## src/rtl/jk_pkg.sv

```systemverilog
// Shared defaults for the JK-flip-flop modulo counter.
package jk_pkg;
  localparam int unsigned DEF_WIDTH  = 4;
  localparam int unsigned DEF_MODULO = 10;
endpackage

```

## src/rtl/jk_excite.sv

```systemverilog
// One bit of JK excitation in toggle form: J and K are 1 only when the bit must flip.
// Purely combinational, no latency, no flow control.
module jk_excite (
  input  logic q_bit,
  input  logic nxt_bit,
  output logic j_bit,
  output logic k_bit
);
  logic toggle;

  assign toggle = q_bit ^ nxt_bit;
  assign j_bit  = toggle;
  assign k_bit  = toggle;
endmodule

```

## src/rtl/jk_counter.sv

```systemverilog
// Up/down modulo counter built from JK excitation; load/enable/reset with terminal-count flags.
// q updates on the edge that samples its inputs; wrap/load_err are one-cycle registered pulses; no backpressure.
module jk_counter
  import jk_pkg::*;
#(
  parameter int unsigned WIDTH  = DEF_WIDTH,
  parameter int unsigned MODULO = DEF_MODULO
) (
  input  logic             clock,
  input  logic             reset,
  input  logic             enable,
  input  logic             up_down,
  input  logic             load,
  input  logic [WIDTH-1:0] load_value,
  output logic [WIDTH-1:0] q,
  output logic [WIDTH-1:0] j,
  output logic [WIDTH-1:0] k,
  output logic             tc,
  output logic             wrap,
  output logic             load_err
);
  // MODULO may equal 2**WIDTH, so the range check needs one extra bit.
  localparam logic [WIDTH:0]   MOD_EXT = (WIDTH+1)'(MODULO);
  localparam logic [WIDTH-1:0] TOP     = WIDTH'(MODULO - 1);

  logic [WIDTH-1:0] cnt_q, cnt_d;
  logic [WIDTH-1:0] excite_tgt;
  logic             wrap_q, wrap_d;
  logic             load_err_q, load_err_d;
  logic             load_ok, at_top, at_zero;

  assign load_ok = {1'b0, load_value} < MOD_EXT;
  assign at_top  = (cnt_q == TOP);
  assign at_zero = (cnt_q == '0);

  always_comb begin
    cnt_d = cnt_q;
    if (reset) begin
      cnt_d = '0;
    end else if (load) begin
      cnt_d = load_ok ? load_value : '0;
    end else if (enable) begin
      if (up_down) cnt_d = at_top  ? '0  : cnt_q + WIDTH'(1);
      else         cnt_d = at_zero ? TOP : cnt_q - WIDTH'(1);
    end
  end

  always_comb begin
    tc         = enable & ~load & ((up_down & at_top) | (~up_down & at_zero));
    wrap_d     = ~reset & tc;
    load_err_d = ~reset & load & ~load_ok;
    // Targeting the current state during reset keeps J/K at zero; reset itself clears the register.
    excite_tgt = reset ? cnt_q : cnt_d;
  end

  for (genvar b = 0; b < int'(WIDTH); b++) begin : g_excite
    jk_excite u_excite (
      .q_bit   (cnt_q[b]),
      .nxt_bit (excite_tgt[b]),
      .j_bit   (j[b]),
      .k_bit   (k[b])
    );
  end

  always_ff @(posedge clock) begin
    if (reset) begin
      cnt_q      <= '0;
      wrap_q     <= 1'b0;
      load_err_q <= 1'b0;
    end else begin
      cnt_q      <= cnt_q ^ (j & k);
      wrap_q     <= wrap_d;
      load_err_q <= load_err_d;
    end
  end

  assign q        = cnt_q;
  assign wrap     = wrap_q;
  assign load_err = load_err_q;
endmodule

```

## config.mk

```make
export PLATFORM = sky130hd
export DESIGN_NAME = jk_counter
export DESIGN_NICKNAME = d
export VERILOG_FILES = /design/src/rtl/jk_pkg.sv /design/src/rtl/jk_excite.sv /design/src/rtl/jk_counter.sv
export SDC_FILE = /design/constraint.sdc
export NUM_CORES = 1
export LEC_CHECK = 0
export BUFFER_PORTS_ARGS = -buffer_cell sky130_fd_sc_hd__buf_2
export CELL_PAD_IN_SITES_DETAIL_PLACEMENT = 1
export CELL_PAD_IN_SITES_GLOBAL_PLACEMENT = 2
export CORE_ASPECT_RATIO = 0.8
export CORE_UTILIZATION = 26
export DETAILED_ROUTE_END_ITERATION = 8
export HOLD_SLACK_MARGIN = 0.03
export PLACE_DENSITY = 0.86
export SYNTH_ARGS = -nofsm -noshare
export SYNTH_HDL_FRONTEND = slang
export SYNTH_SLANG_ARGS = --single-unit
```

## constraint.sdc

```tcl
create_clock -name clock -period 2.4 [get_ports clock]
set_clock_uncertainty 0.2 [all_clocks]
set_input_delay 0.12 -clock clock [delete_from_list [all_inputs] [get_ports clock]]
set_output_delay 0.12 -clock clock [all_outputs]
set_load 0.05 [all_outputs]
```

==> results.py, run 1 <==
metrics = {
    "cts": {
        "clockBufferDepth": 2,
        "clockRootBuffer": "clkbuf_4",
        "cts_made_buffers": 3,
        "clkTransAtPathRegs_ns": 0.04,
        "htree_num_levels": 1,
        "cts_sinks": 6,
        "insertion_delay_ns": 0.25,
        "cts_tree": "yes",
    },
    "outcome": {
        "outcome": "finished clean",
    },
    "yosys": {
        "synth_warnings": 0,
        "synth_top_cell_area_share_pct": 16.0,
        "syn-cell-area_sq_um": 749,
        "synth_seq_cells": 6,
        "syn_avg_cell_area_sq_um": 7.14,
        "synth.distinct_cells": 36,
        "synth_top_cell_by_area": "dfxtp_1",
        "seq_area_frac_synth_pct": 16.0,
        "syn_inst": 105,
        "syn-num-nets": 117,
        "yosys-top-cells-area": "dfxtp_1 (16%), buf_4 (12%), nand2_1 (5.5%)",
    },
    "placed_design": {
        "dp_hpwl_um": 1730,
        "dp_slack_ns": 0.175,
        "gp_congestion": 0.821,
        "portBuffers": 23,
    },
    "routing": {
        "drt-initial-drc-count": 18,
        "dr.pass1.iters": 8,
        "totalWireLength_um": 2380,
        "routedWlPerCell_um": 14.6,
        "drc_errors": 0,
        "vias": 844,
        "drtAntennaViolNets": 0,
        "routed_via_density": 5.18,
    },
    "setup_path": {
        "crit_slowest_cell": "dfxtp_2",
        "cpPeakStageDelay_ns": 0.33,
        "crit_family": "buffers and inverters",
        "reg2reg_depth": 8,
        "crit_cells": 8,
        "start_kind": "register",
        "end_kind": "output pin",
        "arrival_ns": 1.99,
        "crit_type": "reg -> out",
        "cp_cell_sequence": "buf_6 > ha_2 > buf_4 > and3b_2 > o32ai_4 > xnor2_1 > o22ai_1 > buf_4",
        "crit_required_ns": 2.08,
        "crit_top_cell": "buf_4",
        "path_max_fanout": 6,
        "crit_buf_inv": 3,
    },
    "finish": {
        "antenna_cells": 0,
        "syn_to_final_growth_pct": 28.9,
        "drive_gt1_share_pct": 33.6,
        "nNetsFinal": 139,
        "final_core_util_pct": 35.2,
    },
    "global_routing": {
        "overflow": 0,
        "grt_pass1_vias": 799,
        "grtUsageTotal_pct": 16.4,
        "antenna_found_initial": 0,
        "grt_pass1_wl_um": 3750,
        "grt_max_degree": 16,
    },
    "sta": {
        "hold_viol": 0,
        "relSlewSlack_pct": 70.3,
        "worst_pin_slew_ns": 0.444,
        "fin_crit_sh_pct": 96.3,
        "min_period_ns": 2.31,
        "maxSlewViolCount": 0,
        "fmaxAchievable_mhz": 433,
        "layout_setup_ws_ns": 0.0892,
        "finalSetupViolCount": 0,
        "holdWs_ns": 0.0703,
    },
    "power": {
        "peakVddDrop_mv": 0.229,
        "power_per_cell_area_nw_per_um2": 446,
        "fin_total_pwr_mw": 0.430,
        "power_leakage_nw": 0.424,
    },
    "die": {
        "boundaryPins": 24,
        "die-area_sq_um": 3100,
        "die_w_um": 62.0,
        "die_h_um": 50.0,
        "start_util_pct": 27.3,
        "rows": 17,
        "core_sq_um": 2740,
    },
    "hold_path": {
        "hold_path_depth": 3,
        "hp-class": "in -> reg",
    },
    "flow_run": {
        "maxCapViolations": 0,
    },
}
[layer usage]
layer / track usage (%) / share of wire (%) / up-vias
met2: 24.8 / 47 / 33
met4: 5.19 / 2.1 / 0
li1: - / - / 402
met3: 2.62 / 5.6 / 4
met1: 23.1 / 46 / 405
met5: 0 / 0 / -
[logic make-up after synthesis]
| kind of cell | synth area share [%] |
|---|---|
| and+or+nand+nor | 27.5 |
| AOI/OAI and AO/OA | 25.5 |
| muxes | 1.34 |
| adders and majority gates | 5.01 |
| xor gates and xnor gates | 4.67 |
| buffers and inverters | 19.9 |
| DFF | 16.0 |
[worst register-to-register path: cells and delay by family (launching register included)]
kind	cells	cell delay [ns]
AOI/OAI and AO/OA	3	0.38
adders and majority gates	1	0.20
buffers and inverters	3	0.83
DFF	1	0.30
and+or+nand+nor	1	0.22
[power breakdown]
group	leakage, nW	switching [mW]	internal [mW]	total [mW]
registers	0.0495	0.00753	0.106	0.113
clock network	0.0138	0.0401	0.0568	0.0970
logic	0.360	0.141	0.0798	0.220
total	0.424	0.188	0.242	0.430
[placed cells by master (no fill, tap or decap), drive strengths merged, types with 2 or more instances in the layout]
cell type / count
or2: 2
nand2: 11
nand2b: 3
a31oi: 2
dlygate4sd3: 7
a21oi: 4
clkbuf: 3
nor2b: 3
nand4: 2
nand3: 5
o22ai: 3
ha: 3
dfxtp: 6
nor3: 4
xnor2: 4
inv: 6
buf: 28
o211ai: 3
o21ai: 5
a21o: 2
nor2: 7
[worst paths after layout]
check,from,endpoint,slack (ns)
setup reg to reg,q[1]$_SDFF_PP0_,q[1]$_SDFF_PP0_,0.16
setup / recovery,q[0]$_SDFF_PP0_,j[1],0.09
hold reg to reg,q[0]$_SDFF_PP0_,q[0]$_SDFF_PP0_,0.41
hold / removal,enable,q[0]$_SDFF_PP0_,0.07
[cells in the mapped netlist]
| cell type | number |
|---|---|
| buf_4 | 12 |
| nand2_1 | 11 |
| nor2_1 | 7 |
| dfxtp_1 | 6 |
| nand3_1 | 5 |
| a21oi_1 | 4 |
| buf_2 | 4 |
| inv_1 | 4 |
| nor3_1 | 4 |
| xnor2_1 | 4 |
| ha_1 | 3 |
| nand2b_1 | 3 |
| nor2b_1 | 3 |
| o211ai_1 | 3 |
| o21ai_0 | 3 |
| o22ai_1 | 3 |
| a21o_1 | 2 |
| a31oi_1 | 2 |
| inv_2 | 2 |
| nand4_1 | 2 |
| o21ai_1 | 2 |
| or2_1 | 2 |
| a2111oi_2 | 1 |
| a221oi_1 | 1 |
| a311oi_1 | 1 |
| a32o_2 | 1 |
| and3_1 | 1 |
| and3b_1 | 1 |
| buf_6 | 1 |
| clkbuf_2 | 1 |
| mux2i_1 | 1 |
| nor3b_1 | 1 |
| nor4b_1 | 1 |
| o21bai_1 | 1 |
| o311a_1 | 1 |
| o32ai_2 | 1 |
[through the flow]
stage	cells	TNS [ns]	cell area (sq um)
after floorplan	105	0	749
after global placement	152	0	816
after detailed placement	152	0	816
after CTS	162	0	916
after global routing	163	-0.0253	966
final	163	0	966
[final cells by class]
type                            instances  area [sq um]
Tap cell                               38          47.5
Inverter                                6          22.5
Timing Repair Buffer                   35           236
Sequential cell                         6           121
Clock buffer                            3          22.5
Fill cell                             339          1780
Multi-Input combinational cell         75           515
[timing repair]
item                                    CTS  global route
buffers inserted                          0             1
hold buffers                              7             0
pin swaps                                 1             4
endpoints found under the setup margin    4             7
gates resized for setup                   3            12
endpoints found under the hold margin     5             0
gates cloned                              0             0
Power figures use the tool's default switching activity.
==> inputs of run 2 (changes only) <==
Settings changed: ABC_AREA set to 1, CORE_UTILIZATION 26 to 25, PLACE_DENSITY 0.86 to 0.87, REMOVE_ABC_BUFFERS set to 1.
==> run 2 against run 1 <==
  * First-iteration DRC count down 17%
  * Critical path depth up 1
  * Routed wire length down 21%
  * Via count down 12%
  * Die area down 3.3%
  * Power down 0.98%
  * Synthesized cell count up 1.9%
  * Combinational power down 5%
  * Clock power about the same
  * Final cell count down 1.2%
  * Critical path type unchanged
  * Largest cell class unchanged
  * Highest routed layer is now met3
==> results.py, run 2 <==
metrics = {
    "outcome": {
        "outcome": "finished clean",
    },
    "placed_design": {
        "numPlacedInstances": 153,
        "dp_hpwl_um": 1460,
        "portBuffers": 23,
        "gp_congestion": 0.791,
    },
    "cts": {
        "cts_made_buffers": 3,
        "cts_tree": "yes",
        "htree_num_levels": 1,
        "insertion_delay_ns": 0.25,
        "clkTransAtPathRegs_ns": 0.05,
        "post_cts_buffers": 0,
        "clockRootBuffer": "clkbuf_4",
        "cts_sinks": 6,
        "clockBufferDepth": 2,
    },
    "global_routing": {
        "antenna_found_initial": 0,
        "grtUsageTotal_pct": 14.0,
        "overflow": 0,
        "grt_max_degree": 10,
        "grt_pass1_vias": 680,
        "grt_pass1_wl_um": 3110,
    },
    "yosys": {
        "synth_top_cell_area_share_pct": 17.3,
        "synth_flop_cell": "dfxtp_1",
        "syn_inst": 107,
        "syn_avg_cell_area_sq_um": 6.50,
        "synth_warnings": 0,
        "synth_seq_cells": 6,
        "yosysMostFrequentCell": "nand2_1",
        "async_flop_share_pct": 0,
        "synth.distinct_cells": 21,
        "yosys-top-cells-count": "nand2_1 (22), nand3_1 (13), buf_4 (12), inv_1 (9), nand2_2 (7)",
        "seq_area_frac_synth_pct": 17.3,
        "synth_top_cell_by_area": "dfxtp_1",
        "yosys-top-cells-area": "dfxtp_1 (17%), buf_4 (13%), nand2_1 (12%)",
        "synth-edff-count": 0,
        "syn-cell-area_sq_um": 696,
    },
    "setup_path": {
        "end_kind": "output pin",
        "start_kind": "register",
        "arrival_ns": 1.94,
        "path_max_fanout": 8,
        "reg2reg_slack_ns": 0.80,
        "crit_required_ns": 2.08,
        "crit_type": "reg -> out",
    },
    "finish": {
        "antenna_cells": 0,
        "instances_no_fill": 161,
        "syn_to_final_growth_pct": 19.4,
        "final_cell_mix": "buf_2 (23), nand2_1 (22), nand3_1 (13), inv_1 (9), nand2_2 (7)",
        "layout_commonest_cell": "buf_2",
        "drive_gt1_share_pct": 38.4,
        "nNetsFinal": 139,
        "fillCellCount": 350,
    },
    "sta": {
        "min_period_ns": 2.26,
        "worst_pin_slew_ns": 0.412,
        "finalSetupViolCount": 0,
        "rsz0062_at_grt": "no",
        "fmaxAchievable_mhz": 443,
        "setup_tns_ns": 0,
        "hold_viol": 0,
        "holdWs_ns": 0.0467,
        "fin_crit_sh_pct": 94.0,
        "maxSlewViolCount": 0,
        "relSlewSlack_pct": 72.5,
    },
    "flow_run": {
        "maxCapViolations": 0,
    },
    "die": {
        "die_w_um": 61.0,
        "start_util_pct": 27.4,
        "boundaryPins": 24,
        "rows": 16,
        "core_sq_um": 2540,
        "die_h_um": 49.2,
        "die-area_sq_um": 3000,
    },
    "routing": {
        "vias": 746,
        "drt-initial-drc-count": 15,
        "totalWireLength_um": 1890,
        "dr.pass1.iters": 4,
        "routed_via_density": 4.63,
        "drc_errors": 0,
        "routedWlPerCell_um": 11.7,
        "drtAntennaViolNets": 0,
    },
    "power": {
        "peakVddDrop_mv": 0.272,
        "power_leakage_nw": 0.450,
        "power_per_cell_area_nw_per_um2": 513,
    },
    "hold_path": {
        "hp-class": "in -> reg",
    },
}
-- run 2: cell count changes in the layout (fill, tap and decap cells not counted), sizes merged, moves of 4 or more --
cell,previous run,this run
nand2,11,29
inv,6,12
xnor2,4,0
nand3,5,19
buf,28,24
-- run 2: per-layer routing --
metal	GRT usage (%)	share of wire, %	vias to the layer above
li1	-	-	379
met1	20.8	52	341
met2	18.9	41	26
met3	5.57	7.1	0
met4	2.27	0	0
met5	0	0	-
-- run 2: what timing repair did --
action | in CTS | in global routing
endpoints found under the hold margin | 6 | 0
endpoints found under the setup margin | 0 | 8
gates resized for setup | 0 | 1
hold buffers | 5 | 0
-- run 2: critical path: stages (launching register included) --
cell,delay (ns)
dfxtp_2,0.41
inv_2,0.09
ha_1,0.26
or2_1,0.22
nand3_1,0.08
nand3_1,0.08
nand2_2,0.08
nand4_1,0.08
nand2_1,0.11
buf_2,0.27
-- run 2: stage by stage --
| step | util [%] | power, mW | setup WS (ns) | area, sq um |
|---|---|---|---|---|
| 2_1_floorplan | - | 0.269 | -0.285 | 589 |
| 3_3_place_gp | 29.8 | 0.318 | 0.409 | 757 |
| 3_5_place_dp | 29.8 | 0.322 | 0.307 | 757 |
| 4_1_cts | 32.6 | 0.429 | 0.0236 | 830 |
| 5_1_grt | 32.7 | 0.456 | 0.0155 | 831 |
| 6_report | 32.7 | 0.426 | 0.145 | 831 |
-- run 2: final cells by class --
cell class                      instances  area, sq um  area share, %
Clock buffer                            3         22.5           2.71
Multi-Input combinational cell         75          422           50.8
Inverter                               12         47.5           5.72
Tap cell                               36         45.0           5.42
Sequential cell                         6          121           14.6
Timing Repair Buffer                   29          173           20.8
-- run 2: worst paths after layout --
kind                                      start               to  depth (start not counted)
worst min-delay path              load_value[0]  q[0]$_SDFF_PP0_                          5
worst min register to register  q[0]$_SDFF_PP0_  q[0]$_SDFF_PP0_                          5
worst max-delay path            q[0]$_SDFF_PP0_             j[1]                          9
worst max register to register  q[0]$_SDFF_PP0_  q[1]$_SDFF_PP0_                          7
-- run 2: logic make-up (layout without fill, tap and decap cells) --
group / count (synthesis) / count (layout) / synth area share [%]
simple gates: 64 / 64 / 48.9
buf+inv: 26 / 44 / 22.1
compound gates: 8 / 8 / 6.29
flops: 6 / 6 / 17.3
fa+ha+maj: 3 / 3 / 5.40
-- run 2: power by group --
| group | leakage (nW) | switching, mW | total (mW) | internal (mW) |
|---|---|---|---|---|
| logic | 0.386 | 0.151 | 0.209 | 0.0582 |
| registers | 0.0496 | 0.0110 | 0.117 | 0.106 |
| clock network | 0.0138 | 0.0431 | 0.100 | 0.0570 |
